==> src/rtl/multicycle_control_pkg.sv <==
// Shared definitions for the multicycle MIPS control unit.
//   - opcode_e / funct_e : instruction fields the controller decodes
//   - state_e            : 4-bit FSM state encoding, also visible on state_o
//   - ALUCTL_* / ALUOP_* : ALU control codes and the FSM-to-decoder ALU request
package multicycle_control_pkg;

  typedef enum logic [5:0] {
    OP_RTYPE = 6'b000000,
    OP_J     = 6'b000010,
    OP_BEQ   = 6'b000100,
    OP_BNE   = 6'b000101,
    OP_ADDI  = 6'b001000,
    OP_ANDI  = 6'b001100,
    OP_ORI   = 6'b001101,
    OP_LW    = 6'b100011,
    OP_SW    = 6'b101011
  } opcode_e;

  typedef enum logic [5:0] {
    FN_ADD = 6'b100000,
    FN_SUB = 6'b100010,
    FN_AND = 6'b100100,
    FN_OR  = 6'b100101,
    FN_SLT = 6'b101010
  } funct_e;

  typedef enum logic [3:0] {
    S_FETCH  = 4'd0,
    S_DECODE = 4'd1,
    S_MEMADR = 4'd2,
    S_MEMRD  = 4'd3,
    S_MEMWB  = 4'd4,
    S_MEMWR  = 4'd5,
    S_EXEC   = 4'd6,
    S_ALUWB  = 4'd7,
    S_BRANCH = 4'd8,
    S_IMMEX  = 4'd9,
    S_IMMWB  = 4'd10,
    S_JUMP   = 4'd11,
    S_TRAP   = 4'd12
  } state_e;

  localparam logic [2:0] ALUCTL_ADD = 3'b010;
  localparam logic [2:0] ALUCTL_SUB = 3'b110;
  localparam logic [2:0] ALUCTL_AND = 3'b000;
  localparam logic [2:0] ALUCTL_OR  = 3'b001;
  localparam logic [2:0] ALUCTL_SLT = 3'b111;

  localparam logic [1:0] ALUOP_ADD   = 2'b00;
  localparam logic [1:0] ALUOP_SUB   = 2'b01;
  localparam logic [1:0] ALUOP_FUNCT = 2'b10;

endpackage

==> src/rtl/multicycle_control_alu_decoder.sv <==
// ALU decoder: turns the FSM's ALU request and the R-type funct field into
// an ALU control code, and flags whether funct names a supported operation.
//   aluop       in  2  00 add, 01 sub, 10 per funct, 11 add
//   funct       in  6  instr[5:0]
//   alu_ctl     out 3  ALU control code
//   funct_legal out 1  funct is one of ADD/SUB/AND/OR/SLT (independent of aluop)
module multicycle_control_alu_decoder
  import multicycle_control_pkg::*;
(
  input  logic [1:0] aluop,
  input  logic [5:0] funct,
  output logic [2:0] alu_ctl,
  output logic       funct_legal
);

  logic [2:0] fn_ctl;

  always_comb begin
    fn_ctl      = ALUCTL_ADD;
    funct_legal = 1'b1;
    case (funct)
      FN_ADD:  fn_ctl = ALUCTL_ADD;
      FN_SUB:  fn_ctl = ALUCTL_SUB;
      FN_AND:  fn_ctl = ALUCTL_AND;
      FN_OR:   fn_ctl = ALUCTL_OR;
      FN_SLT:  fn_ctl = ALUCTL_SLT;
      default: funct_legal = 1'b0;
    endcase
  end

  always_comb begin
    alu_ctl = ALUCTL_ADD;
    case (aluop)
      ALUOP_SUB:   alu_ctl = ALUCTL_SUB;
      ALUOP_FUNCT: alu_ctl = fn_ctl;
      default:     alu_ctl = ALUCTL_ADD;
    endcase
  end

endmodule

==> src/rtl/multicycle_control.sv <==
// Multicycle MIPS control unit. A Moore FSM sequences each instruction
// through FETCH/DECODE/execute/memory/writeback states and drives the shared
// datapath's enables and mux selects from the registered state.
// Inputs : clk, rst_n (sync, active low), op, funct, zero, mem_ready
// Outputs: iord, mem_write, ir_write, reg_dst, mem_to_reg, reg_write,
//          alu_src_a, alu_src_b, imm_zx, pc_src, alu_ctl, pc_en,
//          illegal (sticky trap flag), state_o (debug state)
// Memory handshake: mem_ready=1 in FETCH/MEMRD/MEMWR means the access
// completes in that cycle; otherwise the FSM holds the state and its strobes.
module multicycle_control
  import multicycle_control_pkg::*;
#(
  parameter bit EXT_EN          = 1'b0,
  parameter bit TRAP_ON_ILLEGAL = 1'b1,
  parameter int ALUCTL_W        = 3
) (
  input  logic                clk,
  input  logic                rst_n,
  input  logic [5:0]          op,
  input  logic [5:0]          funct,
  input  logic                zero,
  input  logic                mem_ready,
  output logic                iord,
  output logic                mem_write,
  output logic                ir_write,
  output logic                reg_dst,
  output logic                mem_to_reg,
  output logic                reg_write,
  output logic                alu_src_a,
  output logic [1:0]          alu_src_b,
  output logic                imm_zx,
  output logic [1:0]          pc_src,
  output logic [ALUCTL_W-1:0] alu_ctl,
  output logic                pc_en,
  output logic                illegal,
  output logic [3:0]          state_o
);

  state_e     state_q, state_d;
  logic       illegal_q, illegal_d;
  state_e     ill_next;

  logic [1:0] aluop;
  logic [2:0] dec_ctl;
  logic       funct_legal;
  logic       imm_logic;
  logic [2:0] imm_ctl;
  logic       pc_write;
  logic       branch;
  logic       is_bne;

  multicycle_control_alu_decoder u_alu_dec (
    .aluop       (aluop),
    .funct       (funct),
    .alu_ctl     (dec_ctl),
    .funct_legal (funct_legal)
  );

  assign ill_next = TRAP_ON_ILLEGAL ? S_TRAP : S_FETCH;
  assign is_bne   = EXT_EN && (op == OP_BNE);

  always_ff @(posedge clk) begin
    if (!rst_n) begin
      state_q   <= S_FETCH;
      illegal_q <= 1'b0;
    end else begin
      state_q   <= state_d;
      illegal_q <= illegal_d;
    end
  end

  always_comb begin
    state_d = state_q;
    case (state_q)
      S_FETCH:  if (mem_ready) state_d = S_DECODE;
      S_DECODE: begin
        case (op)
          OP_LW, OP_SW:     state_d = S_MEMADR;
          OP_RTYPE:         state_d = funct_legal ? S_EXEC : ill_next;
          OP_BEQ:           state_d = S_BRANCH;
          OP_BNE:           state_d = EXT_EN ? S_BRANCH : ill_next;
          OP_ADDI:          state_d = S_IMMEX;
          OP_ANDI, OP_ORI:  state_d = EXT_EN ? S_IMMEX : ill_next;
          OP_J:             state_d = S_JUMP;
          default:          state_d = ill_next;
        endcase
      end
      // op is held in the instruction register, so it still selects LW vs SW here
      S_MEMADR: state_d = (op == OP_SW) ? S_MEMWR : S_MEMRD;
      S_MEMRD:  if (mem_ready) state_d = S_MEMWB;
      S_MEMWB:  state_d = S_FETCH;
      S_MEMWR:  if (mem_ready) state_d = S_FETCH;
      S_EXEC:   state_d = S_ALUWB;
      S_ALUWB:  state_d = S_FETCH;
      S_BRANCH: state_d = S_FETCH;
      S_IMMEX:  state_d = S_IMMWB;
      S_IMMWB:  state_d = S_FETCH;
      S_JUMP:   state_d = S_FETCH;
      S_TRAP:   state_d = S_TRAP;
      default:  state_d = S_FETCH;
    endcase
    illegal_d = illegal_q | (state_d == S_TRAP);
  end

  // Output decode. Defaults are the FETCH mux settings with every strobe
  // low; holding rst_n low keeps them there regardless of the current state.
  always_comb begin
    iord       = 1'b0;
    mem_write  = 1'b0;
    ir_write   = 1'b0;
    reg_dst    = 1'b0;
    mem_to_reg = 1'b0;
    reg_write  = 1'b0;
    alu_src_a  = 1'b0;
    alu_src_b  = 2'b01;
    imm_zx     = 1'b0;
    pc_src     = 2'b00;
    aluop      = ALUOP_ADD;
    imm_logic  = 1'b0;
    imm_ctl    = ALUCTL_ADD;
    pc_write   = 1'b0;
    branch     = 1'b0;
    if (rst_n) begin
      case (state_q)
        S_FETCH: begin
          ir_write = mem_ready;
          pc_write = mem_ready;
        end
        S_DECODE: alu_src_b = 2'b11;
        S_MEMADR: begin
          alu_src_a = 1'b1;
          alu_src_b = 2'b10;
        end
        S_MEMRD:  iord = 1'b1;
        S_MEMWB: begin
          reg_write  = 1'b1;
          mem_to_reg = 1'b1;
        end
        S_MEMWR: begin
          iord      = 1'b1;
          mem_write = 1'b1;
        end
        S_EXEC: begin
          alu_src_a = 1'b1;
          alu_src_b = 2'b00;
          aluop     = ALUOP_FUNCT;
        end
        S_ALUWB: begin
          reg_dst   = 1'b1;
          reg_write = 1'b1;
        end
        S_BRANCH: begin
          alu_src_a = 1'b1;
          alu_src_b = 2'b00;
          aluop     = ALUOP_SUB;
          pc_src    = 2'b01;
          branch    = 1'b1;
        end
        S_IMMEX: begin
          alu_src_a = 1'b1;
          alu_src_b = 2'b10;
          // ANDI/ORI bypass the funct decoder: their ALU op comes from the opcode
          if (EXT_EN && (op == OP_ANDI || op == OP_ORI)) begin
            imm_zx    = 1'b1;
            imm_logic = 1'b1;
            imm_ctl   = (op == OP_ANDI) ? ALUCTL_AND : ALUCTL_OR;
          end
        end
        S_IMMWB:  reg_write = 1'b1;
        S_JUMP: begin
          pc_src   = 2'b10;
          pc_write = 1'b1;
        end
        default: ;
      endcase
    end
  end

  // Branch decision is resolved combinationally from the live zero flag.
  assign pc_en   = pc_write | (branch & (zero ^ is_bne));
  assign alu_ctl = ALUCTL_W'(imm_logic ? imm_ctl : dec_ctl);
  assign illegal = illegal_q;
  assign state_o = state_q;

endmodule

==> config.mk <==
export PLATFORM = sky130hd
export DESIGN_NAME = multicycle_control
export DESIGN_NICKNAME = d
export VERILOG_FILES = /design/src/rtl/multicycle_control_pkg.sv /design/src/rtl/multicycle_control_alu_decoder.sv /design/src/rtl/multicycle_control.sv
export SDC_FILE = /design/constraint.sdc
export NUM_CORES = 1
export LEC_CHECK = 0
export BUFFER_PORTS_ARGS = -buffer_cell sky130_fd_sc_hd__clkbuf_2
export CORE_UTILIZATION = 30
export DETAILED_ROUTE_END_ITERATION = 7
export PLACE_DENSITY = 0.67
export SYNTH_ARGS = -nofsm -noshare
export SYNTH_HDL_FRONTEND = slang
export SYNTH_SLANG_ARGS = --single-unit
==> constraint.sdc <==
create_clock -name clk -period 2.5 [get_ports clk]
set_input_delay 0.125 -clock clk [delete_from_list [all_inputs] [get_ports clk]]
set_output_delay 0.125 -clock clk [all_outputs]
set_load 0.05 [all_outputs]
# == Word level (Yosys, flattened, before mapping) ==
# Index checks and enable logic that the tools add are counted.
# totals
reg_bits,5
latchBits,0
ramBits,0
rom_bits,0
inputBits,16
memories,0
# classes
n_addsub,0
mul,0
n_div,0
order_cmp,0
eq_ne,25
shift,0
mux,34
bitwise_logic,3
n_reduce_logical,9
# ops
cell,n
$eq 6x6->1 const B,7
$pmux 4 s8,1
$eq 4x4->1 const B,6
$pmux 4 s5,1
$mux 1,18
$eq 4x3->1 const B,4
$mux 4,4
$pmux 3 s4,1
$eq 4x2->1 const B,2
$pmux 2 s2,2
$reduce_or 2->1,4
$eq 6x2->1 const B,1
$eq 6x3->1 const B,1
$eq 6x4->1 const B,1
$logic_not 6->1,1
$mux 2,3
$pmux 2 s3,1
$pmux 3 s2,1
$reduce_or 5->1,1
$eq 4x1->1 const B,1
$logic_not 4->1,1
$reduce_or 4->1,1
$mux 3,1
$reduce_or 3->1,1
other kinds (5),6

# == Logic depth before layout (Yosys ltp) ==
# depth
word_depth,8
ltp_mapped,8
mapped_depth_nobuf,7

# == Cells and area by module ==
# Synthesis repeated with hierarchy kept, for this count alone.
# unflattened
hier_cells,109
hier_area_um2,807.0
# modules_own_cells
mod,instances,cells_each,area_per_inst_um2,seq_area_each_um2
multicycle_control,1,91,639.4,100.1
multicycle_control_alu_decoder,1,18,167.7,0.0

# == Least setup slack after synthesis ==
# Ideal clock, no wire load.
# synth_path
path_kind,flip-flop to output port
start,register state_q[2] (netlist: state_o[2])
end,output port alu_ctl[0]
t_arrival_ns,2.989
slack_ns,-0.614
path_stages_with_launch,8
n_path_buf,2
cell_sequence,dfxtp_1 buf_4 clkbuf_1 nand3b_1 or2_2 inv_1 ha_1 nor3_1
# synth_between
elab_chain_cells,5
# synth_lines
element,line_no,text
"start, declared",multicycle_control.sv:39,"state_e state_q, state_d;"
"start signal, assigned",multicycle_control.sv:67,state_q <= state_d;
$eq 4x4->1 / $eq 4x3->1 (equally long branches),multicycle_control.sv:124,case (state_q)
$pmux 2 s2 (*),multicycle_control.sv:124,
$mux 2 (*),multicycle_control.sv:123,if (rst_n) begin
$eq 2x2->1 / $eq 2x1->1 (equally long branches),multicycle_control_alu_decoder.sv:33,case (aluop)
$pmux 3 s2 (*),multicycle_control_alu_decoder.sv:33,
"end, declared",multicycle_control.sv:33,"output logic [ALUCTL_W-1:0] alu_ctl,"
# Mark *: on every way between the ends. The rest lies on a longest branch, timed or not.

# == Worst setup path after layout ==
# layout_path
start,register state_q[3] (netlist: state_o[3])
end,output port alu_ctl[1]
# The elaborated chain is that of the path after synthesis.

==> results.py <==
metrics = {
    "cts": {
        "cts-root-buf": "clkbuf_4",
        "postCtsSetupBuffers": 0,
        "clk_pin_slew_worst_paths_ns": 0.04,
        "numCtsBuffers": 3,
        "postCtsResizedCells": 0,
        "clockBufferDepth": 2,
        "h-tree-depth": 1,
        "cts.sinks": 5,
        "holdBufCountCts": 0,
        "cts_tree": "done",
        "insertion_delay_ns": 0.24,
    },
    "critical_path": {
        "end_kind": "output pin",
        "worstSetupStartpointType": "flip-flop",
        "slowest_delay_ns": 0.37,
        "required_ns": 2.38,
        "rrSetupSlack_ns": 0.67,
        "critPathKind": "reg -> out",
        "rr_worst_depth": 5,
        "r2r-start": "state_o[0]",
        "arrival_ns": 2.14,
        "worstPathCellList": "nor2b_1 > nand2_1 > nor3_1 > inv_1 > ha_1 > a211o_1 > clkbuf_2",
        "crit_fanout": 3,
        "path_delay_family": "simple AND/OR/NAND/NOR gates",
        "cp_num_buf_inv": 2,
        "slowest_stage": "ha_1",
        "r2r-end": "illegal",
    },
    "power_and_ir_drop": {
        "power.total_uw": 451,
        "p_clk_frac": 0.204,
        "swShare": 0.480,
        "power_frac_seq": 0.216,
        "vdd_drop_max_mv": 0.174,
        "power_frac_comb": 0.580,
        "p_per_area_nw_per_um2": 443,
        "switchingPower_uw": 216,
        "p_leak_uw": 0.000459,
        "internal_power_uw": 234,
    },
    "die": {
        "fp.dieW_um": 53.1,
        "num_io_pins": 37,
        "die_h_um": 53.1,
        "start_util": 0.316,
        "num_rows": 18,
        "coreArea_um2": 2480,
        "die_area_um2": 2820,
    },
    "logic_synthesis": {
        "yosys.area_share.simple": 0.452,
        "ys_seq_area_frac": 0.128,
        "synthesis.area_um2": 783,
        "synth_adder_area_share": 0.0319,
        "syn-num-nets": 133,
        "netlist.area_leader.share": 0.128,
        "synth-seq-cells": 5,
        "yosys_warnings": 0,
        "synth-edff-count": 0,
        "async_flop_share": 0,
        "ys_types": 43,
        "synth_area_leaders": "dfxtp_1, nor2b_1, nor2_1, nand2b_1, nor4b_1",
        "synth_compound_area_frac": 0.262,
        "syn_area_per_cell_um2": 6.81,
        "synthXorXnorAreaFrac": 0.0335,
        "postSynthCellCount": 115,
        "yosys.area.top_type": "dfxtp_1",
        "synthFlopType": "dfxtp_1",
        "synth_top_family_by_area": "simple AND/OR/NAND/NOR gates",
        "synthMuxAreaShare": 0,
    },
    "global_route": {
        "antenna_found_initial": 0,
        "grt_max_degree": 20,
        "grt_pass1_wl_mm": 3.43,
        "grt_use_total": 0.161,
        "overflow": 0,
        "grt_pass1_vias": 857,
    },
    "layout": {
        "antenna_cells": 0,
        "fin_util": 0.410,
        "final_area_um2": 1020,
        "final_common_cell": "clkbuf_2",
        "nets": 169,
        "area_growth_pct": 29.7,
        "layout_common_cells": "clkbuf_2, nor2b_1, nor2_1",
        "layout.cells.non_filler": 180,
        "drive_gt1_frac": 0.327,
    },
    "sta": {
        "final_max_slew_viol_count": 0,
        "hold_viol_final": 0,
        "grt_setup_unrepaired": "no",
        "fin_skew_ns": 0.00423,
        "final.period_utilization": 0.907,
        "finalSetupViolCount": 0,
        "max_freq_mhz": 441,
        "fin_crit_ns": 2.27,
        "timing.hold.ws_ns": 0.273,
    },
    "route": {
        "drt_first_pass_iters": 4,
        "ant_nets": 0,
        "vias_per_cell": 5.31,
        "vias": 955,
        "drc_errors": 0,
        "routedWlPerCell_um": 11.9,
        "drt_iter0_drc": 19,
        "wl_mm": 2.15,
    },
    "worst_hold_path": {
        "hold_depth": 2,
        "hold_path_startpoint": "rst_n",
        "whs_endpoint": "state_o[3]",
        "hp-class": "in -> reg",
    },
    "place": {
        "dp_cells": 176,
        "placed_area_um2": 990,
        "place_congestion": 0.848,
        "dp_hpwl_mm": 1.67,
        "io_buffers": 35,
    },
    "flow_run": {
        "drv_cap": 0,
    },
    "run_status": {
        "outcome": "finished, final reports clean",
    },
}
-- through the flow --
step,setup WS [ns],setup TNS (ns)
2_1_floorplan,-0.0290,-0.0358
3_3_place_gp,0.555,0
3_5_place_dp,0.474,0
4_1_cts,0.224,0
5_1_grt,0.0571,0
6_report,0.234,0
-- logic make-up after synthesis --
kind of cell / after synthesis
flops: 5
other cells: 1
buf+inv: 13
simple gates: 61
compound gates: 30
xor+xnor: 3
fa+ha+maj: 2
-- power groups by stage --
stage	Combinational [uW]	Sequential (uW)	Clock (uW)
2_1_floorplan	177	122	0
3_3_place_gp	254	98.3	0
3_5_place_dp	258	98.6	0
4_1_cts	260	97.2	94.0
5_1_grt	283	98.9	97.7
6_report	261	97.4	92.0
-- synth_stat cells (all sizes together), types with 2 or more instances --
master	n
nor3	5
nor2b	10
nand3b	3
nand3	4
inv	5
o21bai	2
xor2	2
a211o	2
a32oi	2
o21ai	6
ha	2
or4	2
nor4	2
dfxtp	5
nand2	5
nand2b	6
a21oi	6
nor2	11
a31oi	4
nor4b	4
and3	3
o2111ai	2
clkbuf	3
buf	5
-- final cells by class --
type | instances | area (um^2)
Tap cell | 30 | 37.5
Multi-Input combinational cell | 97 | 628
Fill cell | 266 | 1460
Sequential cell | 5 | 100
Clock buffer | 4 | 26.3
Timing Repair Buffer | 39 | 205
Inverter | 5 | 18.8
-- metal layers --
| metal | wire [um] | global-route usage |
|---|---|---|
| met1 | 1030 | 0.184 |
| met2 | 1030 | 0.312 |
| met3 | 76 | 0 |
| met4 | 15 | 0.0614 |
| met5 | 0 | 0 |
-- worst max-delay path by stage --
stage	from	end	slack (ns)	cells after the start
after CTS	state_o[3]	alu_ctl[1]	0.22	7
final	state_o[3]	alu_ctl[1]	0.23	7
after global placement	state_o[3]	alu_ctl[1]	0.55	7
after global routing	state_o[3]	alu_ctl[1]	0.06	7
after detailed placement	state_o[3]	alu_ctl[1]	0.47	7
after floorplan	state_o[2]	alu_ctl[0]	-0.03	7
-- worst reg2reg max path, delay by kind of cell, from the launching register on --
family,cells,cell delay (ns)
compound gates,2,0.35
flops,1,0.46
simple gates,3,0.91
-- sequential cells by signal (all words and copies together) (netlist names) --
| name | cells |
|---|---|
| state_o | 4 |
| illegal | 1 |
No activity file was read; power rests on OpenSTA's default activity.
